===== src/rtl/collision_detect.sv =====
// collision_detect: per-frame bird/wall collision and scoring detector.
// On an accepted frame tick the bird row is captured and every wall entry of
// the position store is fetched and evaluated, one index per cycle. The frame
// result is published as a one-cycle done/score pulse plus a sticky collision.
module collision_detect #(
    parameter int NUM_WALLS = 4,
    parameter int BIRD_X    = 20,
    parameter int BIRD_W    = 8,
    parameter int BIRD_H    = 8,
    parameter int WALL_W    = 10,
    parameter int GAP_H     = 40,
    parameter int SCREEN_H  = 120,
    localparam int SEL_W    = (NUM_WALLS > 2) ? $clog2(NUM_WALLS) : 1
) (
    input  logic             clk,
    input  logic             resetn,
    input  logic             enable,
    input  logic             frame_tick,
    input  logic             clear,
    input  logic [6:0]       bird_y,
    output logic [SEL_W-1:0] wall_sel,
    input  logic [7:0]       wall_x,
    input  logic [6:0]       wall_gap_y,
    output logic             busy,
    output logic             done,
    output logic             score,
    output logic             collision,
    output logic             overrun
);

    typedef enum logic [1:0] {IDLE, SCAN, FIN} state_t;

    localparam logic [SEL_W-1:0] LAST_SEL = SEL_W'(NUM_WALLS - 1);

    state_t           state_q;
    state_t           state_d;
    logic [6:0]       bird_y_q;
    logic             vld_p0;
    logic             vld_p1;
    logic [SEL_W-1:0] idx_p1;
    logic             hit_acc;
    logic             pass_acc;
    logic             start;
    logic             last_eval;

    // Bird touches the top row or extends past the bottom of the screen.
    function automatic logic bounds_hit(input logic [6:0] y);
        logic [8:0] bot;
        bot = {2'b00, y} + 9'(BIRD_H);
        return (y == 7'd0) || (bot > 9'(SCREEN_H));
    endfunction

    // Bird overlaps the wall horizontally and is outside the gap vertically.
    function automatic logic wall_hit(input logic [6:0] y, input logic [7:0] wx,
                                      input logic [6:0] gy);
        logic [8:0] w_left;
        logic [8:0] w_right;
        logic [8:0] b_top;
        logic [8:0] b_bot;
        logic [8:0] g_top;
        logic [8:0] g_bot;
        logic       h_ovl;
        logic       v_hit;
        w_left  = {1'b0, wx};
        w_right = w_left + 9'(WALL_W);
        b_top   = {2'b00, y};
        b_bot   = b_top + 9'(BIRD_H);
        g_top   = {2'b00, gy};
        g_bot   = g_top + 9'(GAP_H);
        h_ovl   = (w_left < 9'(BIRD_X + BIRD_W)) && (w_right > 9'(BIRD_X));
        v_hit   = (b_top < g_top) || (b_bot > g_bot);
        return h_ovl && v_hit;
    endfunction

    // Wall's right edge sits exactly on the bird's left column this frame.
    function automatic logic wall_passed(input logic [7:0] wx);
        return ({1'b0, wx} + 9'(WALL_W)) == 9'(BIRD_X);
    endfunction

    assign start     = (state_q == IDLE) && frame_tick && enable && !clear;
    assign last_eval = vld_p1 && (idx_p1 == LAST_SEL);

    // State register.
    always_ff @(posedge clk or negedge resetn) begin
        if (!resetn) begin
            state_q <= IDLE;
        end else begin
            state_q <= state_d;
        end
    end

    // Next-state logic; clear always returns to IDLE.
    always_comb begin
        state_d = state_q;
        if (clear) begin
            state_d = IDLE;
        end else begin
            case (state_q)
                IDLE:    if (start) state_d = SCAN;
                SCAN:    if (last_eval) state_d = FIN;
                FIN:     state_d = IDLE;
                default: state_d = IDLE;
            endcase
        end
    end

    // Busy covers the whole scan including the FIN cycle.
    always_comb begin
        busy = (state_q != IDLE);
    end

    // Control path: index issue, valid pipe, accumulators and result flags.
    always_ff @(posedge clk or negedge resetn) begin
        if (!resetn) begin
            wall_sel  <= '0;
            vld_p0    <= 1'b0;
            vld_p1    <= 1'b0;
            hit_acc   <= 1'b0;
            pass_acc  <= 1'b0;
            done      <= 1'b0;
            score     <= 1'b0;
            collision <= 1'b0;
            overrun   <= 1'b0;
        end else if (clear) begin
            wall_sel  <= '0;
            vld_p0    <= 1'b0;
            vld_p1    <= 1'b0;
            hit_acc   <= 1'b0;
            pass_acc  <= 1'b0;
            done      <= 1'b0;
            score     <= 1'b0;
            collision <= 1'b0;
            overrun   <= 1'b0;
        end else begin
            done  <= 1'b0;
            score <= 1'b0;
            if (frame_tick && (state_q != IDLE)) overrun <= 1'b1;
            // p0 -> p1: index issued last cycle, its store data is now present
            vld_p1 <= vld_p0;
            case (state_q)
                IDLE: begin
                    if (start) begin
                        wall_sel <= '0;
                        vld_p0   <= 1'b1;
                        hit_acc  <= bounds_hit(bird_y);
                        pass_acc <= 1'b0;
                    end
                end
                SCAN: begin
                    if (wall_sel != LAST_SEL) wall_sel <= wall_sel + 1'b1;
                    else                      vld_p0   <= 1'b0;
                    if (vld_p1) begin
                        hit_acc  <= hit_acc  | wall_hit(bird_y_q, wall_x, wall_gap_y);
                        pass_acc <= pass_acc | wall_passed(wall_x);
                    end
                end
                FIN: begin
                    done  <= 1'b1;
                    score <= pass_acc && !hit_acc && !collision;
                    if (hit_acc) collision <= 1'b1;
                end
                default: ;
            endcase
        end
    end

    // Data path: captured bird row and the index that travels with vld_p1.
    always_ff @(posedge clk) begin
        if (start) bird_y_q <= bird_y;
        idx_p1 <= wall_sel;
    end

endmodule

===== config.mk =====
export PLATFORM = sky130hd
export DESIGN_NAME = collision_detect
export DESIGN_NICKNAME = d
export VERILOG_FILES = /design/src/rtl/collision_detect.sv
export SDC_FILE = /design/constraint.sdc
export NUM_CORES = 1
export LEC_CHECK = 0
export CAP_MARGIN = 20
export CELL_PAD_IN_SITES_DETAIL_PLACEMENT = 0
export CELL_PAD_IN_SITES_GLOBAL_PLACEMENT = 2
export CORE_MARGIN = 4
export CORE_UTILIZATION = 32
export CTS_BUF_LIST = sky130_fd_sc_hd__clkbuf_2
export CTS_CLUSTER_SIZE = 16
export DETAILED_ROUTE_END_ITERATION = 10
export GPL_TIMING_DRIVEN = 0
export PLACE_DENSITY = 0.86
export SLEW_MARGIN = 20
export SYNTH_ARGS = -nofsm -noshare
export SYNTH_HDL_FRONTEND = slang
export SYNTH_SLANG_ARGS = --single-unit

===== constraint.sdc =====
create_clock -name clk -period 5 [get_ports clk]
set_clock_uncertainty 0.15 [all_clocks]
set_input_delay 1.25 -clock clk [delete_from_list [all_inputs] [get_ports clk]]
set_output_delay 1.25 -clock clk [all_outputs]
set_load 0.05 [all_outputs]

### Word level (Yosys, flattened, before mapping)

Index checks and enable logic that the tools add are counted.

| storage, ports and cells | value |
|---|---|
| bits in registers | 21 |
| input bits | 27 |

| cells by class | value |
|---|---|
| add/subtract/negate cells | 5 |
| magnitude comparators | 5 |
| eq/ne operators | 10 |
| mux-type cells | 30 |
| bitwise logic cells | 2 |
| reduce and logical (&&, ||, !) cells | 26 |

Operators by type and width:

| kind | count |
|---|---|
| two-way mux 1 bit | 19 |
| adder 7 x 4 -> 8 bit, second input constant | 2 |
| inequality test 3 bit, second input constant | 5 |
| two-way mux 2 bit | 6 |
| adder 8 x 4 -> 9 bit, second input constant | 1 |
| equality test 9 x 5 -> 1 bit, second input constant | 1 |
| > comparator 9 x 5 -> 1 bit, second input constant | 1 |
| logical AND 1 bit | 9 |
| AND reduction 3 bit | 3 |
| adder 7 x 6 -> 8 bit, second input constant | 1 |
| > comparator 8 x 7 -> 1 bit, second input constant | 1 |
| > comparator 8 bit | 1 |
| < comparator 8 x 5 -> 1 bit, second input constant | 1 |
| case mux 2 bit (2 select lines) | 2 |
| nonzero test 2 bit | 4 |
| logical NOT 7 bit | 1 |
| < comparator 7 bit | 1 |
| case mux 1 bit (2 select lines) | 3 |
| equality test 2 bit, second input constant | 2 |
| AND reduction 2 bit | 2 |
| logical NOT 1 bit | 3 |
| nonzero test 3 bit | 1 |
| adder 2 x 1 -> 2 bit, second input constant | 1 |
| equality test 2 x 1 -> 1 bit, second input constant | 1 |
| 4 further kinds | 6 |

### Logic depth before layout (Yosys ltp)

| depth | value |
|---|---|
| word-level depth | 8 |
| depth in mapped cells | 8 |
| gate-level depth less buffers | 8 |

### Worst setup path after synthesis

Ideal clock, no wire load.

| path | value |
|---|---|
| path type | input-to-reg |
| from | in wall_gap_y[3] |
| to | reg hit_acc |
| setup time | 0.066 ns |
| arrival | 2.507 ns |
| data required time | 4.784 ns |
| slack | 2.277 ns |
| stages | 7 |
| buffers on the path | 0 |
| cells stage by stage | ha_1 xor2_1 ha_1 nand4_1 a211o_1 o2111ai_1 o311a_1 |

| between the ends | value |
|---|---|
| longest elaborated chain between the ends | 8 |

Ends and longest elaborated chain:

| element | RTL line | source |
|---|---|---|
| start, declared | 23 | `input logic [6:0] wall_gap_y,` |
| adder 7 x 6 -> 8 bit | 69 | `g_bot = g_top + 9'(GAP_H);` |
| > comparator 8 bit | 71 | `v_hit = (b_top < g_top) \|\| (b_bot > g_bot);` |
| logical OR 1 bit (*) | 71 |  |
| logical AND 1 bit (*) | 72 | `return h_ovl && v_hit;` |
| bitwise OR 1 bit (*) | 153 | `hit_acc <= hit_acc \| wall_hit(bird_y_q, wall_x, wall_gap_y);` |
| two-way mux 1 bit (*) | 152 | `if (vld_p1) begin` |
| case mux 1 bit (2 select lines) (*) | 140 | `case (state_q)` |
| two-way mux 1 bit (*) | 124 | `end else if (clear) begin` |
| end signal, assigned | 145 | `hit_acc <= bounds_hit(bird_y);` |
| end signal, assigned | 153 |  |
| end, declared | 41 | `logic hit_acc;` |

Mark *: on every way between the ends. The rest lies on a longest branch, timed or not. The select of a mux whose other input is x is not followed.
A chain may end at the register's enable or synchronous reset.

### Worst setup path in the final report

| path | value |
|---|---|
| from | reg state_q[0] |
| to | out busy |

| between the ends | value |
|---|---|
| longest elaborated chain between the ends | 1 |

Ends and longest elaborated chain:

| element | RTL line | source |
|---|---|---|
| start, declared | 35 | `state_t state_q;` |
| start signal, assigned | 88 | `state_q <= state_d;` |
| nonzero test 2 bit | 109 | `busy = (state_q != IDLE);` |
| end, declared | 24 | `output logic busy,` |

Every way passes these cells.

==> impl_metrics.json <==
{
  "wl_met1_mm": 1.24,
  "switching_power_mw": 0.0920,
  "met3WireLength_um": 134,
  "p_comb_frac": 0.251,
  "syn_avg_cell_area_sq_um": 9.53,
  "start_util": 0.329,
  "clk_latency_ns": 0.30,
  "hp-class": "register to register",
  "synth.yosys.seq_area_share": 0.419,
  "netlist_area_sq_mm": 0.00132,
  "root_buffer": "clkbuf_2",
  "ctsHoldBuffers": 0,
  "start_kind": "register",
  "final.period_utilization": 0.645,
  "rsz0062_at_grt": "no",
  "drt_iter0_drc": 36,
  "synth_seq_cells": 21,
  "finalSetupViolations": 0,
  "netlist_instances": 138,
  "clock_sinks": 21,
  "core_area_sq_mm": 0.00400,
  "path_max_fanout": 6,
  "fin_nets": 221,
  "sw_frac_of_total": 0.272,
  "maxCapViolations": 0,
  "ir_drop_mv": 0.121,
  "die_area_sq_mm": 0.00520,
  "tightest_slew_ns": 0.848,
  "pwr-share-seq": 0.553,
  "power_mw": 0.339,
  "antenna_found_initial": 0,
  "arrival_ns": 1.82,
  "finalCriticalPeriod_ns": 3.22,
  "grt_pass1_vias": 1080,
  "p_int_mw": 0.246,
  "pre_cts_slack_ns": 1.62,
  "gp_congestion": 0.742,
  "cts_made_buffers": 3,
  "vias": 1105,
  "cts_tree": "done",
  "drt-total-wl_mm": 2.77,
  "vias_per_cell": 4.91,
  "die_x_um": 72.1,
  "highest_layer": "met4",
  "slew_viol_final": 0,
  "crit_required_ns": 3.60,
  "cp-end-kind": "output pin",
  "placementRows": 23,
  "synth_nets": 183,
  "synthDistinctLibCells": 34,
  "final_util": 0.432,
  "critical_path_class": "register to output pin",
  "yosysWarnings": 0,
  "outcome": "complete, no violations",
  "wire_per_inst_um": 12.3,
  "h-tree-depth": 1,
  "clk_pin_slew_worst_paths_ns": 0.17,
  "drc": 0,
  "power.share.clock": 0.195,
  "drive_above_1_share": 0.0286,
  "n_antenna_cell": 0,
  "p_leak_nw": 0.761,
  "timing.setup.tns_ns": 0,
  "cts_setup_buffers": 0,
  "max_freq_mhz": 310,
  "grt_pass1_wl_mm": 4.92,
  "grt_max_degree": 13,
  "port_buffers": 33,
  "relSlewSlack": 0.430,
  "grtUsageTotal": 0.116,
  "worst_slack_ns": 1.78,
  "fillers": 397,
  "hpwlAfterDp_mm": 2.35,
  "cts_buffer_depth": 2,
  "num_io_pins": 34,
  "gr-total-overflow": 0,
  "power.density_mw_per_mm2": 196,
  "dr.pass1.iters": 4,
  "met2_length_mm": 1.39,
  "finalHoldViolCount": 0,
  "die_height_um": 72.1,
  "ant_nets": 0,
  "worst_hold_slack_ns": 0.323,
  "syn_to_final_growth_pct": 31.4,
  "cts_resized": 0
}
==> placed cells by master, fill, tap and decap left out, types with 3 or more instances in the layout <==
cell,n
nand2_1,8
dfrtp_1,12
ha_1,18
nor2_1,15
clkbuf_2,4
a31oi_1,3
a21oi_1,10
nor3_1,6
nor2b_1,5
edfxtp_1,7
xnor2_1,3
clkdlybuf4s50_1,33
o21ai_0,6
and3_1,3
xor2_1,3
nand3_1,4
inv_1,12
==> power groups by stage <==
stage | Sequential, mW | Combinational, mW | Clock [mW]
final | 0.187 | 0.0851 | 0.0662
after global routing | 0.188 | 0.0967 | 0.0788
after CTS | 0.187 | 0.0859 | 0.0694
after detailed placement | 0.191 | 0.0854 | 0
after global placement | 0.191 | 0.0829 | 0
after floorplan | 0.194 | 0.0411 | 0
==> layout make-up <==
cell class | instances | area, sq um | area share
plain buffers | 1 | 3.75 | 0.00217
clock buffers | 4 | 20.0 | 0.0116
inverters | 12 | 45.0 | 0.0261
multi-input cells | 104 | 716 | 0.414
flip-flops and latches | 21 | 551 | 0.319
well taps | 50 | 62.6 | 0.0362
repair buffers | 33 | 330 | 0.191
==> path summary, 6_finish.rpt <==
kind,from,endpoint,slack [ns],cells after the start
setup / recovery,state_q[0],busy,1.78,2
hold / removal,wall_sel[1],idx_p1[1],0.32,0
setup reg to reg,bird_y_q[3],hit_acc,2.83,7
hold reg to reg,wall_sel[1],idx_p1[1],0.32,0
max in group asynchronous,resetn,state_q[0],3.21,1
min in group asynchronous,resetn,wall_sel[0],1.13,1
==> worst max-delay path, cell delays in order, from the launching register on <==
cell and delay, ns:
dfrtp_1 0.46, or2_2 0.36, clkdlybuf4s50_1 0.71
==> through the flow <==
stage | instance area [sq um] | std cells
6_report | 1730 | 225
5_1_grt | 1730 | 225
4_1_cts | 1730 | 225
3_5_place_dp | 1710 | 221
3_3_place_gp | 1710 | 221
2_1_floorplan | 1320 | 138
==> registers in the layout, indices dropped and copies added, names as in the netlist <==
register / count
bird_y_q: 7
vld_p0: 1
hit_acc: 1
overrun: 1
state_q: 2
done: 1
idx_p1: 2
pass_acc: 1
collision: 1
score: 1
wall_sel: 2
vld_p1: 1
==> routing by layer <==
metal / up-vias / GRT usage
met5: - / 0
met4: 0 / 0.0251
met3: 2 / 0.0222
met2: 20 / 0.188
met1: 511 / 0.161
li1: 572 / -
==> cells in the mapped netlist (all sizes together) <==
cell type / number / share of area
nor2b: 5 / 0.024
a21oi: 10 / 0.038
xnor2: 3 / 0.020
o22ai: 1 / 0.0048
nand4: 2 / 0.0095
nor4: 1 / 0.0048
nand3: 4 / 0.015
nor2: 15 / 0.043
nor3: 6 / 0.023
o21ai: 6 / 0.023
nor3b: 1 / 0.0057
or4: 1 / 0.0057
o2111a: 1 / 0.0086
o2111ai: 1 / 0.0067
nand2b: 1 / 0.0048
a211oi: 1 / 0.0057
or2: 1 / 0.0048
nand3b: 2 / 0.011
xor2: 3 / 0.020
o21a: 2 / 0.011
nand2: 8 / 0.023
a22o: 1 / 0.0067
o311a: 1 / 0.0076
a211o: 1 / 0.0067
ha: 18 / 0.17
dfxtp: 2 / 0.030
a22oi: 1 / 0.0057
and3: 3 / 0.014
a31oi: 3 / 0.014
o31ai: 1 / 0.0057
inv: 12 / 0.034
edfxtp: 7 / 0.16
dfrtp: 12 / 0.23
clkbuf: 1 / 0.0029
==> logic make-up (layout without fill, tap and decap cells) <==
kind of cell | after synthesis | after routing | share of synthesized area
and+or+nand+nor | 50 | 50 | 0.188
AOI/OAI and AO/OA | 30 | 30 | 0.145
DFF | 21 | 21 | 0.419
adders and majority gates | 18 | 18 | 0.171
buffers and inverters | 13 | 50 | 0.0371
xor gates and xnor gates | 6 | 6 | 0.0400
Power figures use the tool's default switching activity.
